`src/rtl/alu_cmd_master.sv`:
```
// rtl/alu_cmd_master.sv - bus initiator that programs the ALU register file and returns the result
//
// Takes one operation at a time on the cmd port. Writes A (addr 0), B (addr 1),
// OP (addr 2) and EXEC=1 (addr 3) toward memory, waits for alu_done or a timeout,
// writes EXEC=0, then holds the result on the rsp port until it is accepted.
// All outputs are registered: each is loaded from the decode of the next state.
//
// Optional feature macro: ALU_CMD_OPCACHE_EN. When it is defined, operand and
// opcode writes whose values already sit in memory are skipped.
//
// Ports:
//   clk, reset              clock; synchronous active-low reset
//   cmd_valid/cmd_ready     command handshake; cmd_a, cmd_b, cmd_op are the operands
//   mem_we/addr/wdata       memory write port toward the ALU register file
//   alu_done, alu_res       ALU completion strobe and 2*DATA_WIDTH result
//   rsp_valid/rsp_ready     response handshake; rsp_res result, rsp_err timeout flag
//   busy                    high whenever the FSM is not in IDLE
module alu_cmd_master #(
   parameter int DATA_WIDTH = 8,
   parameter int ADDR_WIDTH = 4,
   parameter int TIMEOUT    = 16
) (
   input  logic                    clk,
   input  logic                    reset,
   input  logic                    cmd_valid,
   output logic                    cmd_ready,
   input  logic [DATA_WIDTH-1:0]   cmd_a,
   input  logic [DATA_WIDTH-1:0]   cmd_b,
   input  logic [2:0]              cmd_op,
   output logic                    mem_we,
   output logic [ADDR_WIDTH-1:0]   mem_addr,
   output logic [DATA_WIDTH-1:0]   mem_wdata,
   input  logic                    alu_done,
   input  logic [2*DATA_WIDTH-1:0] alu_res,
   output logic                    rsp_valid,
   input  logic                    rsp_ready,
   output logic [2*DATA_WIDTH-1:0] rsp_res,
   output logic                    rsp_err,
   output logic                    busy
);

   typedef enum logic [2:0] {
      IDLE, WR_A, WR_B, WR_OP, WR_EXEC, WAIT, CLR_EXEC, RESP
   } state_t;

   localparam int CW = (TIMEOUT > 1) ? $clog2(TIMEOUT) : 1;

   state_t                  state, nxt;
   logic [DATA_WIDTH-1:0]   a_q, b_q, src_a, src_b;
   logic [2:0]              op_q, src_op;
   logic [CW-1:0]           cnt;
   logic [2*DATA_WIDTH-1:0] res_q;
   logic                    err_q;
   logic                    timed_out;
   logic                    need_a, need_b, need_op;
   logic                    nx_we;
   logic [ADDR_WIDTH-1:0]   nx_addr;
   logic [DATA_WIDTH-1:0]   nx_wdata;

   // Outputs are computed from the next state, so on the accept edge the
   // operands have not been latched yet; take them straight from the cmd port.
   assign src_a  = (state == IDLE) ? cmd_a  : a_q;
   assign src_b  = (state == IDLE) ? cmd_b  : b_q;
   assign src_op = (state == IDLE) ? cmd_op : op_q;

   assign timed_out = (cnt == CW'(TIMEOUT - 1));

`ifdef ALU_CMD_OPCACHE_EN
   logic [DATA_WIDTH-1:0] c_a, c_b;
   logic [2:0]            c_op;
   logic                  c_valid;

   assign need_a  = !(c_valid && (c_a  == src_a));
   assign need_b  = !(c_valid && (c_b  == src_b));
   assign need_op = !(c_valid && (c_op == src_op));

   // The cache mirrors memory: a field updates in the cycle its write is on the
   // bus; the valid flag is set once a full sequence has reached EXEC.
   always_ff @(posedge clk) begin
      if (!reset) begin
         c_valid <= 1'b0;
         c_a     <= '0;
         c_b     <= '0;
         c_op    <= '0;
      end else begin
         case (state)
            WR_A:    c_a     <= a_q;
            WR_B:    c_b     <= b_q;
            WR_OP:   c_op    <= op_q;
            WR_EXEC: c_valid <= 1'b1;
            default: ;
         endcase
      end
   end
`else
   assign need_a  = 1'b1;
   assign need_b  = 1'b1;
   assign need_op = 1'b1;
`endif

   always_comb begin
      nxt = state;
      case (state)
         IDLE:     if (cmd_valid && cmd_ready)
                      nxt = need_a ? WR_A : need_b ? WR_B : need_op ? WR_OP : WR_EXEC;
         WR_A:     nxt = need_b ? WR_B : need_op ? WR_OP : WR_EXEC;
         WR_B:     nxt = need_op ? WR_OP : WR_EXEC;
         WR_OP:    nxt = WR_EXEC;
         WR_EXEC:  nxt = WAIT;
         WAIT:     if (alu_done || timed_out) nxt = CLR_EXEC;
         CLR_EXEC: nxt = RESP;
         RESP:     if (rsp_ready) nxt = IDLE;
         default:  nxt = IDLE;
      endcase
   end

   always_comb begin
      nx_we    = 1'b0;
      nx_addr  = '0;
      nx_wdata = '0;
      case (nxt)
         WR_A:     begin nx_we = 1'b1; nx_addr = ADDR_WIDTH'(0); nx_wdata = src_a; end
         WR_B:     begin nx_we = 1'b1; nx_addr = ADDR_WIDTH'(1); nx_wdata = src_b; end
         WR_OP:    begin nx_we = 1'b1; nx_addr = ADDR_WIDTH'(2); nx_wdata = DATA_WIDTH'(src_op); end
         WR_EXEC:  begin nx_we = 1'b1; nx_addr = ADDR_WIDTH'(3); nx_wdata = DATA_WIDTH'(1); end
         CLR_EXEC: begin nx_we = 1'b1; nx_addr = ADDR_WIDTH'(3); nx_wdata = '0; end
         default:  ;
      endcase
   end

   always_ff @(posedge clk) begin
      if (!reset) begin
         state     <= IDLE;
         a_q       <= '0;
         b_q       <= '0;
         op_q      <= '0;
         cnt       <= '0;
         res_q     <= '0;
         err_q     <= 1'b0;
         cmd_ready <= 1'b0;
         busy      <= 1'b0;
         mem_we    <= 1'b0;
         mem_addr  <= '0;
         mem_wdata <= '0;
         rsp_valid <= 1'b0;
         rsp_res   <= '0;
         rsp_err   <= 1'b0;
      end else begin
         state     <= nxt;
         cmd_ready <= (nxt == IDLE);
         busy      <= (nxt != IDLE);
         mem_we    <= nx_we;
         mem_addr  <= nx_addr;
         mem_wdata <= nx_wdata;
         rsp_valid <= (nxt == RESP);
         rsp_res   <= (nxt == RESP) ? res_q : '0;
         rsp_err   <= (nxt == RESP) && err_q;

         if (state == IDLE && cmd_valid && cmd_ready) begin
            a_q  <= cmd_a;
            b_q  <= cmd_b;
            op_q <= cmd_op;
         end

         if (state == WR_EXEC)
            cnt <= '0;
         else if (state == WAIT)
            cnt <= cnt + 1'b1;

         // alu_done is checked first so it wins over a timeout in the same cycle.
         if (state == WAIT) begin
            if (alu_done) begin
               res_q <= alu_res;
               err_q <= 1'b0;
            end else if (timed_out) begin
               res_q <= '0;
               err_q <= 1'b1;
            end
         end
      end
   end

endmodule

```
`config.mk`:
```
export PLATFORM = sky130hd
export DESIGN_NAME = alu_cmd_master
export DESIGN_NICKNAME = d
export VERILOG_FILES = /design/src/rtl/alu_cmd_master.sv
export SDC_FILE = /design/constraint.sdc
export NUM_CORES = 1
export LEC_CHECK = 0
export ABC_AREA = 1
export CORE_ASPECT_RATIO = 0.7
export CORE_UTILIZATION = 51
export CTS_BUF_LIST = sky130_fd_sc_hd__clkbuf_4 sky130_fd_sc_hd__clkbuf_8
export DETAILED_ROUTE_END_ITERATION = 7
export GPL_TIMING_DRIVEN = 0
export HOLD_SLACK_MARGIN = 0.15
export PLACE_DENSITY = 0.87
export SLEW_MARGIN = 20
export SYNTH_ARGS = -nofsm -noshare
export SYNTH_HDL_FRONTEND = slang
export SYNTH_SLANG_ARGS = --single-unit
```
`constraint.sdc`:
```
create_clock -name clk -period 2.5 [get_ports clk]
set_clock_uncertainty 0.1 [all_clocks]
set_input_delay 0.375 -clock clk [delete_from_list [all_inputs] [get_ports clk]]
set_output_delay 0.375 -clock clk [all_outputs]
set_load 0.02 [all_outputs]
```
Yosys cells after proc, flatten, opt, wreduce, memory -nomap -nowiden
Index checks and enable logic that the tools add are counted.
- $add $sub $neg: 1
- multiply operators: 0
- divide/modulo/power cells: 0
- order comparisons: 0
- equality and inequality tests: 14
- shifts and indexed selects: 0
- mux-type cells: 14
- bitwise operators: 1
- reduce and logical (&&, ||, !) cells: 14
- operators with widths (kind ; count):
    two-way mux 16 bit ; 2
    case mux 8 bit (4 select lines) ; 1
    case mux 3 bit (8 select lines) ; 1
    == test 3 bit (second input constant) ; 7
    two-way mux 8 bit ; 2
    == test 3 x 2 -> 1 bit (second input constant) ; 4
    two-way mux 3 bit ; 4
    == test 3 x 1 -> 1 bit (second input constant) ; 2
    logical NOT 3 bit ; 2
    case mux 2 bit (3 select lines) ; 1
    OR reduction 5 bit ; 1
    adder 4 x 1 -> 4 bit (second input constant) ; 1
    == test 4 bit (second input constant) ; 1
    logical AND 1 bit ; 4
    AND reduction 2 bit ; 2
    OR reduction 2 bit ; 2
    two-way mux 1 bit ; 3
    nonzero test 3 bit ; 1
    nonzero test 2 bit ; 1
    logical OR 1 bit ; 1
    NOT 1 bit ; 1
- bits in registers: 76
- bits in latches: 0
- RAM bits: 0
- memory bits (read-only): 0
- bits of input ports: 40
- output and inout port bits: 33
- logic and storage cells: 59
- memories kept: 0

Depth between registers and ports, before layout
- depth in word-level cells: 7
- mapped depth: 10
- gate-level depth less buffers: 8

Least setup slack after synthesis
OpenSTA, ideal clock, no wires.
- kind: input port to flip-flop
- start: input port reset
- end: register op_q[0]
- library setup time: 0.143 ns
- arrival time: 1.096 ns
- data required time: 2.257 ns
- setup slack: 1.161 ns
- stages: 4
- buffers on the path: 2
- cells stage by stage: buf_2 -> inv_2 -> buf_1 -> a21oi_1
- RTL lines (item ; line ; RTL):
    from (decl) ; 24 ; input logic reset,
    to (signal assigned) ; 162 ; op_q <= cmd_op;
    to (decl) ; 50 ; logic [2:0] op_q, src_op;
No word-level cell between the ends.

Final worst setup path
- start: register rsp_res[7]
- end: output port rsp_res[7]
- RTL lines (item ; line ; RTL):
    from (decl) ; 37 ; output logic [2*DATA_WIDTH-1:0] rsp_res,
    from (signal assigned) ; 156 ; rsp_res <= (nxt == RESP) ? res_q : '0;
No word-level cell between the ends.

==> run summary <==
Mapped Area: 2630 sq um
CP required: 2.03 ns
CTS tree: built
WP data arrival: 1.33 ns
Synth area leaders: dfxtp_1, nand2_1, a21oi_1, nor2_1, inv_1
Initial Utilization: 0.540
DRC viols: 0
buffers added on ports: 69
register bit total from synthesis: 66
# hold bufs at CTS: 0
CP startpoint kind: flop
nets@finish: 460
final worst slack: 0.699 ns
DIE AREA: 5440 sq um
postcts setup bufs: 0
Post-DP Area: 3410 sq um
layout cells sized above 1: 0.139
status: finished, final reports clean
CTS max path bufs: 2
vias per cell: 4.83
post-synthesis sequential area ratio: 0.503
I/O pins: 73
dpl ws: 0.723 ns
chip width: 87.8 um
maximum VDD drop: 0.481 mV
All-Layer GR Usage: 0.234
Detail Route Antenna Nets: 0
Slew @ Worst Pin: 0.657 ns
via count of the first global-routing pass: 2056
cell family with most CP delay: buffers and inverters
Hold Crit Class: in2reg
Initial DRC Count: 139
Fin. Hold Viols: 0
average routed wire per standard cell: 12.3 um
RSZ-0062 raised after global routing: false
critical-path cell list: clkdlybuf4s50_1
fillers: 380
Buffers & Inverters on Critical Path: 1
leading area contributor after synthesis: dfxtp_1
vias: 2379
initial antenna violation count: 0
YS warnings: 0
slowest stage delay, CP: 0.64 ns
Final setup violation count: 0
Overflow after GRT: 0
Syn Area/Cell: 7.77 sq um
root buf cell: clkbuf_8
Sink Count: 66
GRT met1 Usage: 0.287
post-synth cell types: 27
Routed WL: 6.07 mm
Num CTS Buffers: 9
Critical Path Slowest Stage Cell: clkdlybuf4s50_1
worst r2r src: state[1]
GR Layer Usage met2: 0.402
clock slew at reported path FFs: 0.07 ns
Critical path origin: rsp_res[7]
Layout Area Growth over Synthesis: 36.6%
Top Usage Layer GRT: met2
fin area: 3580 sq um
period utilisation layout: 0.720
ant diodes: 0
GR Util met3: 0.0766
total core area: 4860 sq um
Pwr Density: 741 nW/um^2
Post-Synthesis Cells: 338
GP Congestion: 0.821
Final min period: 1.80 ns
Worst Path Class, Setup: reg2out
Max-cap violations: 0
largest net degree at the start of global routing: 13
DP HPWL: 4.19 mm
Initial DRT Pass Iterations: 4
maximum clock frequency: 555 MHz
die height: 62.0 um
global-route wire length before repair: 9.30 mm
Crit Path Max Fanout: 1
relative slew slack: 0.562
setup TNS: 0 ns
Worst-Skew Late Latency: 0.34 ns
Leakage: 1.38 nW
Slew Limit Fails: 0
Hold Crit Start: reset
CP Capture Type: output pin
Post-CTS Resized: 0
H-tree depth: 3
Yosys top cell area share: 0.503
WHS: 0.264 ns
row count: 21
## path summary, 6_finish.rpt
check / cells past startpoint / endpoint / slack [ns]
setup / recovery: 1 / rsp_res[7] / 0.70
hold / removal: 3 / mem_wdata[1] / 0.26
setup reg to reg: 6 / rsp_res[14] / 1.00
hold reg to reg: 2 / rsp_res[10] / 0.33
## registers in the layout, summed over array words and instances, names as in the netlist, 2 cells and up
register   count
b_q            8
cnt            4
mem_addr       2
mem_wdata      8
op_q           3
res_q         16
rsp_res       16
state          3
## metrics by stage
| step | std cells | util | total power [mW] |
|---|---|---|---|
| 2_1_floorplan | 339 | - | 1.63 |
| 3_3_place_gp | 477 | 0.701 | 1.86 |
| 3_5_place_dp | 477 | 0.701 | 1.87 |
| 4_1_cts | 493 | 0.737 | 2.66 |
| 5_1_grt | 493 | 0.737 | 2.77 |
| 6_report | 493 | 0.737 | 2.65 |
## synthesized netlist by cell type
master	n
buf_8	1
nor2_8	1
nand2_1	107
nor2_4	2
nor3_1	1
inv_2	4
buf_4	6
dfxtp_1	66
ha_1	1
nor2_1	32
a21oi_2	11
a211oi_1	1
o21ai_2	1
a21oi_1	27
o21ai_0	6
nand3_1	20
conb_1	1
inv_1	28
nand4_1	1
nand3_4	1
buf_1	1
nand2_4	1
buf_2	7
clkbuf_1	3
nand2_2	4
buf_6	3
nor3_4	1
## report_power, final
part	leakage, nW	internal [mW]	switching [mW]
clock	0.0847	0.386	0.411
combinational	0.765	0.298	0.404
sequential	0.534	1.13	0.0282
## final cells by class
cell class / count / area [sq um] / area share
inverter: 32 / 120 / 0.0335
clock inverter: 6 / 41.3 / 0.0115
buffer: 21 / 144 / 0.0401
tap: 69 / 86.3 / 0.0241
clock buffer: 10 / 138 / 0.0384
timing repair buffer: 69 / 691 / 0.193
multi-input combinational: 220 / 1040 / 0.291
sequential: 66 / 1320 / 0.369
## worst register-to-register path, delay by kind of cell (launching register included)
family,cells,cell delay [ns]
compound gates,1,0.21
buf+inv,2,0.39
flops,1,0.34
simple gates,3,0.40
## routing by layer
metal  share of wire  vias to the layer above
met5               0                        -
met1            0.44                     1066
met4          0.0081                        0
met2            0.47                      104
met3           0.083                        6
li1                -                     1203
## cell usage in the layout (no fill, tap or decap), types with 2 or more instances in the layout
master / n
inv_2: 4
buf_6: 3
nand2_1: 107
clkbuf_1: 3
nor2_1: 32
a21oi_2: 11
buf_2: 7
nand3_1: 20
clkdlybuf4s50_1: 69
nand2_2: 4
conb_1: 2
nor2_4: 2
buf_4: 6
clkbuf_8: 10
inv_1: 28
clkinvlp_4: 3
dfxtp_1: 66
o21ai_0: 6
clkinv_2: 2
a21oi_1: 27
## logic make-up after synthesis
kind of cell / after synthesis / share of synthesized area
flip-flops: 66 / 0.503
adder cells (fa/ha/maj): 1 / 0.00477
AND/OR/NAND/NOR: 171 / 0.284
other: 1 / 0.00143
AO/OA/AOI/OAI: 46 / 0.106
buffers and inverters: 53 / 0.101
No activity file was read; power rests on OpenSTA's default activity.
